==> config.mk <==
export PLATFORM = sky130hd
export DESIGN_NAME = error_countdown_timer
export DESIGN_NICKNAME = d
export VERILOG_FILES = /design/src/rtl/error_countdown_timer.sv
export SDC_FILE = /design/constraint.sdc
export NUM_CORES = 1
export LEC_CHECK = 0
export ABC_CLOCK_PERIOD_IN_PS = 5300
export CAP_MARGIN = 20
export CORE_ASPECT_RATIO = 1.75
export CORE_MARGIN = 2
export CORE_UTILIZATION = 25
export DETAILED_ROUTE_END_ITERATION = 10
export GPL_ROUTABILITY_DRIVEN = 0
export GPL_TIMING_DRIVEN = 0
export PLACE_DENSITY_LB_ADDON = 0.2
export SYNTH_ARGS = -nofsm -noshare
export SYNTH_HDL_FRONTEND = slang
export SYNTH_SLANG_ARGS = --single-unit
==> constraint.sdc <==
create_clock -name clk -period 5.3 [get_ports clk]
set_clock_uncertainty 0.05 [all_clocks]
set_input_delay 1.06 -clock clk [delete_from_list [all_inputs] [get_ports clk]]
set_output_delay 1.06 -clock clk [all_outputs]
set_load 0.03 [all_outputs]
==> src/rtl/error_countdown_timer.sv <==
// Whole-second countdown for the control FSM's error wait state; pulses timeout at zero.
// Optional COUNTDOWN_BLINK_EN: blink toggles every half second while counting (else blink == busy).
module error_countdown_timer #(
  parameter int unsigned TICKS_PER_SEC = 100_000_000,
  parameter int unsigned DEFAULT_SEC   = 5
) (
  input  logic       clk,
  input  logic       rst,
  input  logic       start,
  input  logic       abort,
  input  logic [3:0] cfg_sec,
  output logic       busy,
  output logic [3:0] remain_sec,
  output logic       timeout,
  output logic       blink
);

  localparam int unsigned SEC_W = 4;
  localparam int unsigned PRE_W = (TICKS_PER_SEC > 1) ? $clog2(TICKS_PER_SEC) : 1;
  localparam logic [PRE_W-1:0] PRE_LAST = PRE_W'(TICKS_PER_SEC - 1);
`ifdef COUNTDOWN_BLINK_EN
  localparam logic [PRE_W-1:0] PRE_HALF = PRE_W'(TICKS_PER_SEC / 2 - 1);
`endif

  typedef enum logic {
    IDLE = 1'b0,
    RUN  = 1'b1
  } state_e;

  state_e             state_q, state_d;
  logic [PRE_W-1:0]   pre_q, pre_d;
  logic [SEC_W-1:0]   remain_q, remain_d;
  logic               busy_q, busy_d;
  logic               timeout_q, timeout_d;
  logic               blink_q, blink_d;
  logic [SEC_W-1:0]   load_val;

  assign load_val = (cfg_sec == '0) ? SEC_W'(DEFAULT_SEC) : cfg_sec;

  always_ff @(posedge clk) begin
    if (rst) begin
      state_q   <= IDLE;
      pre_q     <= '0;
      remain_q  <= '0;
      busy_q    <= 1'b0;
      timeout_q <= 1'b0;
      blink_q   <= 1'b0;
    end else begin
      state_q   <= state_d;
      pre_q     <= pre_d;
      remain_q  <= remain_d;
      busy_q    <= busy_d;
      timeout_q <= timeout_d;
      blink_q   <= blink_d;
    end
  end

  // Next state: abort beats start, start beats the per-second tick (even on the final tick).
  always_comb begin
    state_d   = state_q;
    pre_d     = pre_q;
    remain_d  = remain_q;
    busy_d    = busy_q;
    timeout_d = 1'b0;
    blink_d   = blink_q;

    if (abort) begin
      state_d  = IDLE;
      pre_d    = '0;
      remain_d = '0;
      busy_d   = 1'b0;
    end else if (start) begin
      state_d  = RUN;
      pre_d    = '0;
      remain_d = load_val;
      busy_d   = 1'b1;
    end else begin
      unique case (state_q)
        IDLE: begin
          busy_d   = 1'b0;
          remain_d = '0;
        end
        RUN: begin
          if (pre_q == PRE_LAST) begin
            pre_d = '0;
            if (remain_q <= SEC_W'(1)) begin
              state_d   = IDLE;
              remain_d  = '0;
              busy_d    = 1'b0;
              timeout_d = 1'b1;
            end else begin
              remain_d = remain_q - SEC_W'(1);
            end
          end else begin
            pre_d = pre_q + PRE_W'(1);
          end
        end
        default: state_d = IDLE;
      endcase
    end

`ifdef COUNTDOWN_BLINK_EN
    // Prescaler doubles as the half-second phase: toggle at its midpoint and its wrap.
    if (!busy_d) begin
      blink_d = 1'b0;
    end else if (start && !abort) begin
      blink_d = 1'b1;
    end else if ((pre_q == PRE_HALF) || (pre_q == PRE_LAST)) begin
      blink_d = ~blink_q;
    end
`else
    blink_d = busy_d;
`endif
  end

  assign busy       = busy_q;
  assign remain_sec = remain_q;
  assign timeout    = timeout_q;
  assign blink      = blink_q;

endmodule

==> impl_metrics.csv, run 1 <==
group,metric,value,unit
cells_and_area,nNetsFinal,266,
clock_tree,cts.sinks,34,
grt,antenna_found_initial,0,
worst_setup_path,end_kind,"flip-flop",
worst_setup_path,crit_type,"input pin to flip-flop",
clock_tree,htree_num_levels,2,
clock_tree,cts_resized,0,
worst_setup_path,max_stage_delay,0.57,ns
floorplan,die_area,8490,um2
sta,fmax,0.361,GHz
grt,grt_pass1_vias,1789,
pwr,power_switching_share,22.2,%
drt,ant_nets,0,
cells_and_area,antenna-diode-count,0,
sta,setup_viol,0,
grt,grt_overflow,0,
grt,grt_pass1_wl,9430,um
grt,grt_max_degree,11,
floorplan,dieWidth,70.5,um
sta,finalHoldViolCount,0,
yosys,netlist_instances,235,
clock_tree,clockBufferDepth,2,
worst_setup_path,start_kind,"input pin",
pwr,irDropWorstVdd,0.000116,V
drt,drc,0,
worst_setup_path,path_depth,5,
yosys,synth_ff_type,"dfxtp_1",
drt,drtIter0Drc,95,
cells_and_area,final_common_cell,"dfxtp_1",
floorplan,num_io_pins,15,
worst_setup_path,crit_chain,"clkdlybuf4s50_1, or3_1, clkbuf_1, or4_1, nand3_1",
drt,via_per_inst,5.62,
sta,worst_pin_slew,0.794,ns
placement,placement.cell_area,2180,um2
clock_tree,holdBufCountCts,0,
outcome,status,"finished, final reports clean",
pwr,seqPwrFrac,44.2,%
pwr,p_switching,130,uW
drt,dr.pass1.iters,5,
floorplan,die_y,120,um
clock_tree,clk_latency,0.29,ns
worst_setup_path,critPathTopFamily,"simple AND/OR/NAND/NOR gates",
yosys,synth_cell_types,47,
yosys,yosys_warnings,0,
yosys,netlist_area,1940,um2
pwr,clkPwrFrac,50.2,%
worst_setup_path,crit_buf_inv,2,
yosys,synth_edf_count,0,
yosys,async_reset_ff_share,0,%
floorplan,rows,42,
hold_path,worstHoldStart,"pre_q[23]$_SDFFE_PP0P_",
yosys,syn-num-nets,246,
placement,io_buffers,13,
pwr,p_int,458,uW
yosys,syn_avg_cell_area,8.24,um2
worst_setup_path,r2r_cells,5,
sta,drv_slew,0,
yosys,yosysSeqAreaShare,35.2,%
grt,use_met2,25.9,%
job,max_cap_viol_count,0,
worst_setup_path,slowest_stage,"or4_1",
drt,drt-total-wl,5840,um
cells_and_area,drive_gt1_share,9.77,%
cells_and_area,layout_common_cells,"dfxtp_1, nand3_1, nor2_1",
cells_and_area,design_area,2320,um2
grt,grtUsageTotal,14.6,%
hold_path,hold_depth,2,
sta,min_period,2.77,ns
hold_path,hold_class,"flip-flop to flip-flop",
clock_tree,cts_root_buf,"clkbuf_16",
worst_setup_path,required,5.48,ns
clock_tree,cts_tree,"yes",
worst_setup_path,worstSetupStartpoint,"rst",
sta,rsz0062_at_grt,"no",
grt,use_met3,2.58,%
worst_setup_path,r2r_start,"pre_q[8]$_SDFFE_PP0P_",
pwr,p_per_area,253,nW/um2
yosys,ys_ff_latch,34,
worst_setup_path,arrival,2.95,ns
cells_and_area,syn2layout_area_growth,20.0,%
floorplan,floorplan.initialDensity,25.8,%
drt,wl_per_cell,17.0,um
sta,tns,0,ns
floorplan,core-area,7510,um2
pwr,power_leakage,0.000732,uW
worst_setup_path,crit_fanout,10,
clock_tree,cts_setup_buffers,0,
clock_tree,clk_pin_slew,0.05,ns
clock_tree,cts_buffers,5,
sta,whs,0.463,ns
pwr,p_comb_share,5.6,%
drt,vias,1933,
sta,slew_headroom,46.3,%
placement,dp_hpwl,4400,um
grt,met1_usage,14.8,%
grt,grt_busiest_layer,"met2",
sta,min_period_over_period,52.3,%
cells by family (layout without fill, tap and decap cells):
kind of cell	Yosys count	after routing	share of synthesized area [%]
flip-flops	34	34	35.2
XOR/XNOR	12	12	5.43
AO/OA/AOI/OAI	44	44	16.5
buffers and inverters	23	44	4.98
multiplexers	2	2	1.03
AND/OR/NAND/NOR	117	117	34.9
adder cells (fa/ha/maj)	3	3	1.94
final timing paths:
check	endpoint	slack, ns
max	pre_q[22]$_SDFFE_PP0P_	2.53
min	pre_q[23]$_SDFFE_PP0P_	0.46
min reg2reg	pre_q[23]$_SDFFE_PP0P_	0.46
max reg2reg	pre_q[1]$_SDFFE_PP0P_	2.80
power groups by stage:
stage / Sequential (uW) / Combinational, uW / Clock (uW)
after floorplan: 267 / 15.9 / 0
after global placement: 266 / 32.9 / 0
after detailed placement: 265 / 32.9 / 0
after CTS: 260 / 33.1 / 303
after global routing: 260 / 35.7 / 315
final: 260 / 32.7 / 295
final cells by class:
cell class | instances | area, um2
multi-input cells | 178 | 1160
clock buffers | 7 | 143
repair buffers | 13 | 130
fillers | 807 | 5190
well taps | 88 | 110
plain buffers | 17 | 73.8
flip-flops and latches | 34 | 681
clock inverters | 1 | 5.00
inverters | 6 | 22.5
state kept, by name, summed over array words and instances (netlist names):
signal / flops
blink: 1
pre_q: 27
remain_sec: 4
state_q: 1
timeout: 1
synth_stat cells, types with 6 or more instances:
library cell  number  area share, %
nand4_1           14            4.5
inv_1              6            1.2
nor2_1            18            3.5
xor2_1             7            3.2
nand3_1           18            4.7
and4_1             7            3.2
dfxtp_1           34             35
o21ai_0           10            2.6
nand2_1           17            3.3
clkbuf_1          11            2.1
nor3_1             7            1.8
metrics by stage:
step	util [%]	total power, uW	setup slack [ns]	std cells
floorplan	-	283	2.79	235
global placement	29.0	298	2.25	336
detailed placement	29.0	298	2.23	336
CTS	30.9	596	2.52	344
global route	30.9	611	2.47	344
finish	30.9	588	2.53	344
tightest hold or removal path: stages (launching register included):
cell and delay (ns):
dfxtp_1 0.33, o21ai_0 0.08, a21oi_1 0.06
per-layer routing:
metal | part of all wire [%] | up-vias
met2 | 54 | 67
met3 | 3.8 | 18
met5 | 0 | -
met1 | 37 | 911
li1 | - | 937
met4 | 5.3 | 0
No activity file was read; power rests on OpenSTA's default activity.
==> run 2: changes to the inputs <==
ABC_CLOCK_PERIOD_IN_PS = 2500   (was 5300)
clock period = 2.5 ns   (was 5.3 ns; I/O delays follow)
==> impl_metrics.csv, run 2 (synthesis gave the netlist of run 1 again) <==
group,metric,value,unit
outcome,status,"finished, final reports clean",
cells_and_area,largest_reg_flops,27,
worst_setup_path,r2r_slack,0.1,ns
sta,finalHoldViolCount,0,
pwr,p_comb_share,5.8,%
drt,drtIter0Drc,112,
worst_setup_path,crit_chain,"clkbuf_1, nor4_1, nand2_1, clkbuf_1, o311ai_0, nand3_1",
sta,rsz0062_at_grt,"no",
placement,dp.cells,336,
worst_setup_path,slowest_stage,"nor4_1",
cells_and_area,fillers,801,
placement,io_buffers,13,
drt,via_per_inst,5.60,
clock_tree,holdBufCountCts,0,
cells_and_area,fin_cells,347,
sta,slew_headroom,46.2,%
placement,dp_hpwl,4400,um
pwr,p_int,973,uW
sta,min_period_over_period,96.2,%
cells_and_area,layout_common_cells,"dfxtp_1, nand3_1, nor2_1",
pwr,p_switching,273,uW
pwr,power_leakage,0.000748,uW
clock_tree,htree_num_levels,2,
worst_setup_path,end_kind,"flip-flop",
clock_tree,cts_tree,"yes",
worst_setup_path,critPathMostFrequentCell,"clkbuf_1",
job,max_cap_viol_count,0,
clock_tree,cts.sinks,34,
cells_and_area,multi_input_area,1170,um2
cells_and_area,antenna-diode-count,0,
drt,drt-total-wl,5800,um
sta,min_period,2.40,ns
worst_setup_path,max_stage_delay,0.59,ns
sta,worst_pin_slew,0.796,ns
sta,fmax,0.416,GHz
floorplan,dieWidth,70.5,um
grt,grtUsageTotal,14.6,%
drt,ant_nets,0,
grt,antenna_found_initial,0,
grt,grt_pass1_wl,9450,um
sta,tns,0,ns
clock_tree,clk_pin_slew,0.05,ns
floorplan,die_area,8490,um2
clock_tree,clk_latency,0.28,ns
hold_path,hold_class,"flip-flop to flip-flop",
drt,vias,1943,
clock_tree,clockBufferDepth,2,
worst_setup_path,critPathTopFamily,"simple AND/OR/NAND/NOR gates",
cells_and_area,drive_gt1_share,11.2,%
cells_and_area,finish.utilization,31.4,%
pwr,seqPwrFrac,44.2,%
floorplan,floorplan.initialDensity,25.8,%
floorplan,rows,42,
floorplan,num_io_pins,15,
floorplan,die_y,120,um
grt,grt_pass1_vias,1786,
cells_and_area,final_common_cell,"dfxtp_1",
cells_and_area,seq_area,681,um2
sta,setup_viol,0,
worst_setup_path,crit_fanout,10,
cells_and_area,nNetsFinal,269,
drt,drc,0,
worst_setup_path,required,2.59,ns
sta,drv_slew,0,
floorplan,core-area,7510,um2
pwr,irDropWorstVdd,0.000244,V
drt,wl_per_cell,16.7,um
worst_setup_path,crit_type,"flip-flop to flip-flop",
pwr,p_per_area,528,nW/um2
pwr,power_switching_share,21.9,%
grt,grt_overflow,0,
drt,dr.pass1.iters,4,
clock_tree,cts_buffers,5,
pwr,clkPwrFrac,49.9,%
cells_and_area,regMostFlops,"pre_q",
cells_and_area,syn2layout_area_growth,22.0,%
worst_setup_path,start_kind,"flip-flop",
worst_setup_path,arrival,2.50,ns
worst_setup_path,crit_buf_inv,2,
clock_tree,cts_root_buf,"clkbuf_16",
grt,grt_max_degree,11,
-- run 2: power by group through the flow --
stage	Clock (uW)	Combinational, uW	Sequential, uW
after floorplan	0	33.7	567
after global placement	0	69.9	563
after detailed placement	0	69.7	563
after CTS	642	71.0	551
after global routing	668	79.0	551
final	622	72.8	551
-- run 2: final cells by class --
type / instances / area share, %
Tap cell: 88 / 4.66
Sequential cell: 34 / 28.8
Timing Repair Buffer: 16 / 6.47
Clock inverter: 1 / 0.212
Inverter: 6 / 0.954
Buffer: 17 / 3.13
Multi-Input combinational cell: 178 / 49.7
Clock buffer: 7 / 6.04
-- run 2: routing by layer --
layer | wire length, um | up-vias | GRT usage [%]
met1 | 2150 | 908 | 14.8
met4 | 341 | 0 | 11.1
met3 | 230 | 20 | 2.50
li1 | - | 949 | -
met5 | 0 | - | 0
met2 | 3080 | 66 | 26.1
-- run 2: timing repair --
action / CTS / global route
setup endpoints to repair: 8 / 10
resized for setup: 1 / 1
pin swaps: 0 / 1
setup buffers: 0 / 3
-- run 2: stage by stage --
stage               hold slack [ns]  area (um2)  total power (uW)  worst slack, ns
global placement              0.433        2180               633        -0.000327
detailed placement            0.446        2180               632         -0.00922
floorplan                     0.417        1940               601            0.546
CTS                           0.452        2330              1260           0.0958
finish                        0.455        2360              1250           0.0958
global route                  0.473        2360              1300           0.0154
-- run 2: tightest hold or removal path: cells and delay by family, from the launching register on --
family / cells / cell delay (ns)
AO/OA/AOI/OAI: 2 / 0.13
flip-flops: 1 / 0.32
-- run 2: final timing paths --
path                                              from                         end  depth (start not counted)
worst max-delay path            pre_q[12]$_SDFFE_PP0P_  remain_sec[0]$_SDFFE_PP0P_                          6
worst min-delay path            pre_q[23]$_SDFFE_PP0P_      pre_q[23]$_SDFFE_PP0P_                          2
worst max register to register  pre_q[12]$_SDFFE_PP0P_  remain_sec[0]$_SDFFE_PP0P_                          6
worst min register to register  pre_q[23]$_SDFFE_PP0P_      pre_q[23]$_SDFFE_PP0P_                          2
==> run 3: changes to the inputs <==
ABC_AREA = 1   (was default)
PLACE_DENSITY = 0.46   (was default)
PLACE_DENSITY_LB_ADDON = default   (was 0.2)
==> impl_metrics.csv, run 3 <==
group,metric,value,unit
outcome,status,"finished, final reports clean",
cells_and_area,final_common_cell,"nand2_1",
drt,vias,1763,
floorplan,die_area,8450,um2
clock_tree,cts_setup_buffers,0,
worst_setup_path,r2r_slack,0.89,ns
hold_path,hold_depth,2,
yosys,synth_cell_types,29,
cells_and_area,layout_common_cells,"nand2_1, nor2_1, inv_1",
floorplan,num_io_pins,15,
worst_setup_path,arrival,2.13,ns
drt,wl_per_cell,11.8,um
clock_tree,clk_latency,0.28,ns
sta,setup_viol,0,
cells_and_area,syn2layout_area_growth,20.7,%
sta,rsz0062_at_grt,"no",
job,max_cap_viol_count,0,
clock_tree,cts.sinks,34,
drt,drt-total-wl,4720,um
pwr,p_per_area,543,nW/um2
cells_and_area,antenna-diode-count,0,
grt,grt_overflow,0,
worst_setup_path,start_kind,"input pin",
sta,drv_slew,0,
yosys,async_reset_ff_share,0,%
yosys,netlist_area,1930,um2
pwr,power_leakage,0.000888,uW
hold_path,worstHoldStart,"pre_q[0]$_SDFFE_PP0P_",
drt,dr.pass1.iters,4,
worst_setup_path,end_kind,"flip-flop",
sta,finalHoldViolCount,0,
grt,grt_pass1_vias,1723,
yosys,netlist_instances,291,
sta,min_period_over_period,78.2,%
yosys,syn-num-nets,302,
yosys,ys_top_cells_by_count,"nand2_1, nor2_1, inv_1, dfxtp_1",
placement,dp.cells,393,
cells_and_area,finish.utilization,30.9,%
cells_and_area,drive_gt1_share,9.58,%
placement,dp_hpwl,3790,um
clock_tree,htree_num_levels,2,
cells_and_area,regMostFlops,"pre_q",
drt,ant_nets,0,
grt,antenna_found_initial,0,
yosys,synth.most_common_cell,"nand2_1",
pwr,p_int,974,uW
drt,drc,0,
pwr,seqPwrFrac,43.7,%
sta,min_period,1.95,ns
worst_setup_path,required,2.67,ns
worst_setup_path,crit_fanout,9,
floorplan,rows,42,
clock_tree,cts_root_buf,"clkbuf_16",
placement,io_buffers,14,
yosys,ys_ff_latch,34,
yosys,synth_ff_type,"dfxtp_1",
floorplan,floorplan.initialDensity,25.6,%
sta,fmax,0.512,GHz
yosys,yosys_warnings,0,
clock_tree,clockBufferDepth,2,
clock_tree,holdBufCountCts,0,
clock_tree,cts_resized,0,
worst_setup_path,crit_type,"input pin to flip-flop",
worst_setup_path,r2r_cells,10,
worst_setup_path,r2r_start,"pre_q[0]$_SDFFE_PP0P_",
floorplan,die_y,120,um
drt,via_per_inst,4.40,
yosys,yosysTopAreaCellShare,35.3,%
floorplan,dieWidth,70.3,um
clock_tree,cts_tree,"yes",
yosys,synth_edf_count,0,
cells_and_area,largest_reg_flops,27,
cells_and_area,fin_cells,401,
grt,grt_max_degree,11,
pwr,irDropWorstVdd,0.000371,V
cells_and_area,fillers,852,
clock_tree,cts_buffers,5,
yosys,yosys.area.top_type,"dfxtp_1",
sta,tns,0,ns
floorplan,core-area,7510,um2
grt,grtUsageTotal,12.2,%
pwr,p_switching,287,uW
drt,drtIter0Drc,43,
yosys,yosysSeqAreaShare,35.3,%
hold_path,hold_class,"flip-flop to flip-flop",
yosys,syn_avg_cell_area,6.62,um2
clock_tree,clk_pin_slew,0.06,ns
grt,grt_pass1_wl,7890,um
sta,worst_pin_slew,0.414,ns
pwr,power_switching_share,22.7,%
yosys,synthTopCellsByArea,"dfxtp_1, nand2_1, nor2_1",
placement,pre_cts_ws,0.180,ns
pwr,p_comb_share,6.0,%
pwr,clkPwrFrac,50.4,%
cells_and_area,nNetsFinal,323,
worst_setup_path,r2r-end,"pre_q[22]$_SDFFE_PP0P_",
sta,slew_headroom,72.2,%
hold_path,hold_end,"pre_q[0]$_SDFFE_PP0P_",
sta,fin_ws,0.546,ns
[run 3: stage by stage]
stage	power [uW]	hold WS, ns	instance area (um2)
6_report	1260	0.437	2320
5_1_grt	1320	0.465	2320
4_1_cts	1290	0.443	2320
3_5_place_dp	639	0.434	2180
3_3_place_gp	639	0.427	2180
2_1_floorplan	608	0.404	1930
[run 3: cells by family (layout without fill, tap and decap cells)]
kind of cell	count (synthesis)	count (layout)	share of synthesized area (%)
buffers and inverters	43	65	9.49
adder cells (fa/ha/maj)	3	3	1.95
AO/OA/AOI/OAI	23	23	6.37
XOR/XNOR	10	10	4.55
flip-flops	34	34	35.3
AND/OR/NAND/NOR	178	178	42.3
[run 3: power by group through the flow]
stage               registers, uW  logic, uW  clock network [uW]
floorplan                     568       40.4                   0
global placement              562       76.5                   0
detailed placement            562       76.5                   0
CTS                           550       76.7                 663
global route                  551       84.6                 684
finish                        550       75.1                 635
[run 3: how the worst max path moves through the flow]
stage,end,slack [ns],depth (start not counted),from
2_1_floorplan,remain_sec[2]$_SDFFE_PP0P_,0.95,7,remain_sec[0]$_SDFFE_PP0P_
4_1_cts,pre_q[18]$_SDFFE_PP0P_,0.49,8,rst
3_3_place_gp,pre_q[18]$_SDFFE_PP0P_,0.19,8,rst
6_report,pre_q[17]$_SDFFE_PP0P_,0.55,8,rst
3_5_place_dp,pre_q[19]$_SDFFE_PP0P_,0.18,8,rst
5_1_grt,pre_q[20]$_SDFFE_PP0P_,0.32,8,rst
[run 3: cell type report]
cell class / instances / area [um2] / area share (%)
multi-input combinational: 214 / 1060 / 45.7
clock buffer: 7 / 143 / 6.14
buffer: 3 / 30.0 / 1.29
timing repair buffer: 14 / 140 / 6.03
clock inverter: 1 / 5.00 / 0.215
sequential: 34 / 681 / 29.3
inverter: 40 / 153 / 6.57
tap: 88 / 110 / 4.74
[run 3: critical path, cell delays in order]
cell and delay, ns:
clkdlybuf4s50_1 0.40, nor2_1 0.29, nand2_1 0.33, inv_1 0.18
nand2_2 0.10, inv_2 0.16, nand2_1 0.07, nor2_1 0.08
[run 3: metal layers]
layer | GRT usage [%] | part of all wire [%] | vias to the layer above
met5 | 0 | 0 | -
met4 | 6.13 | 2.4 | 0
met3 | 2.27 | 1.6 | 6
met2 | 23.9 | 59 | 12
met1 | 11.6 | 37 | 796
li1 | - | - | 949
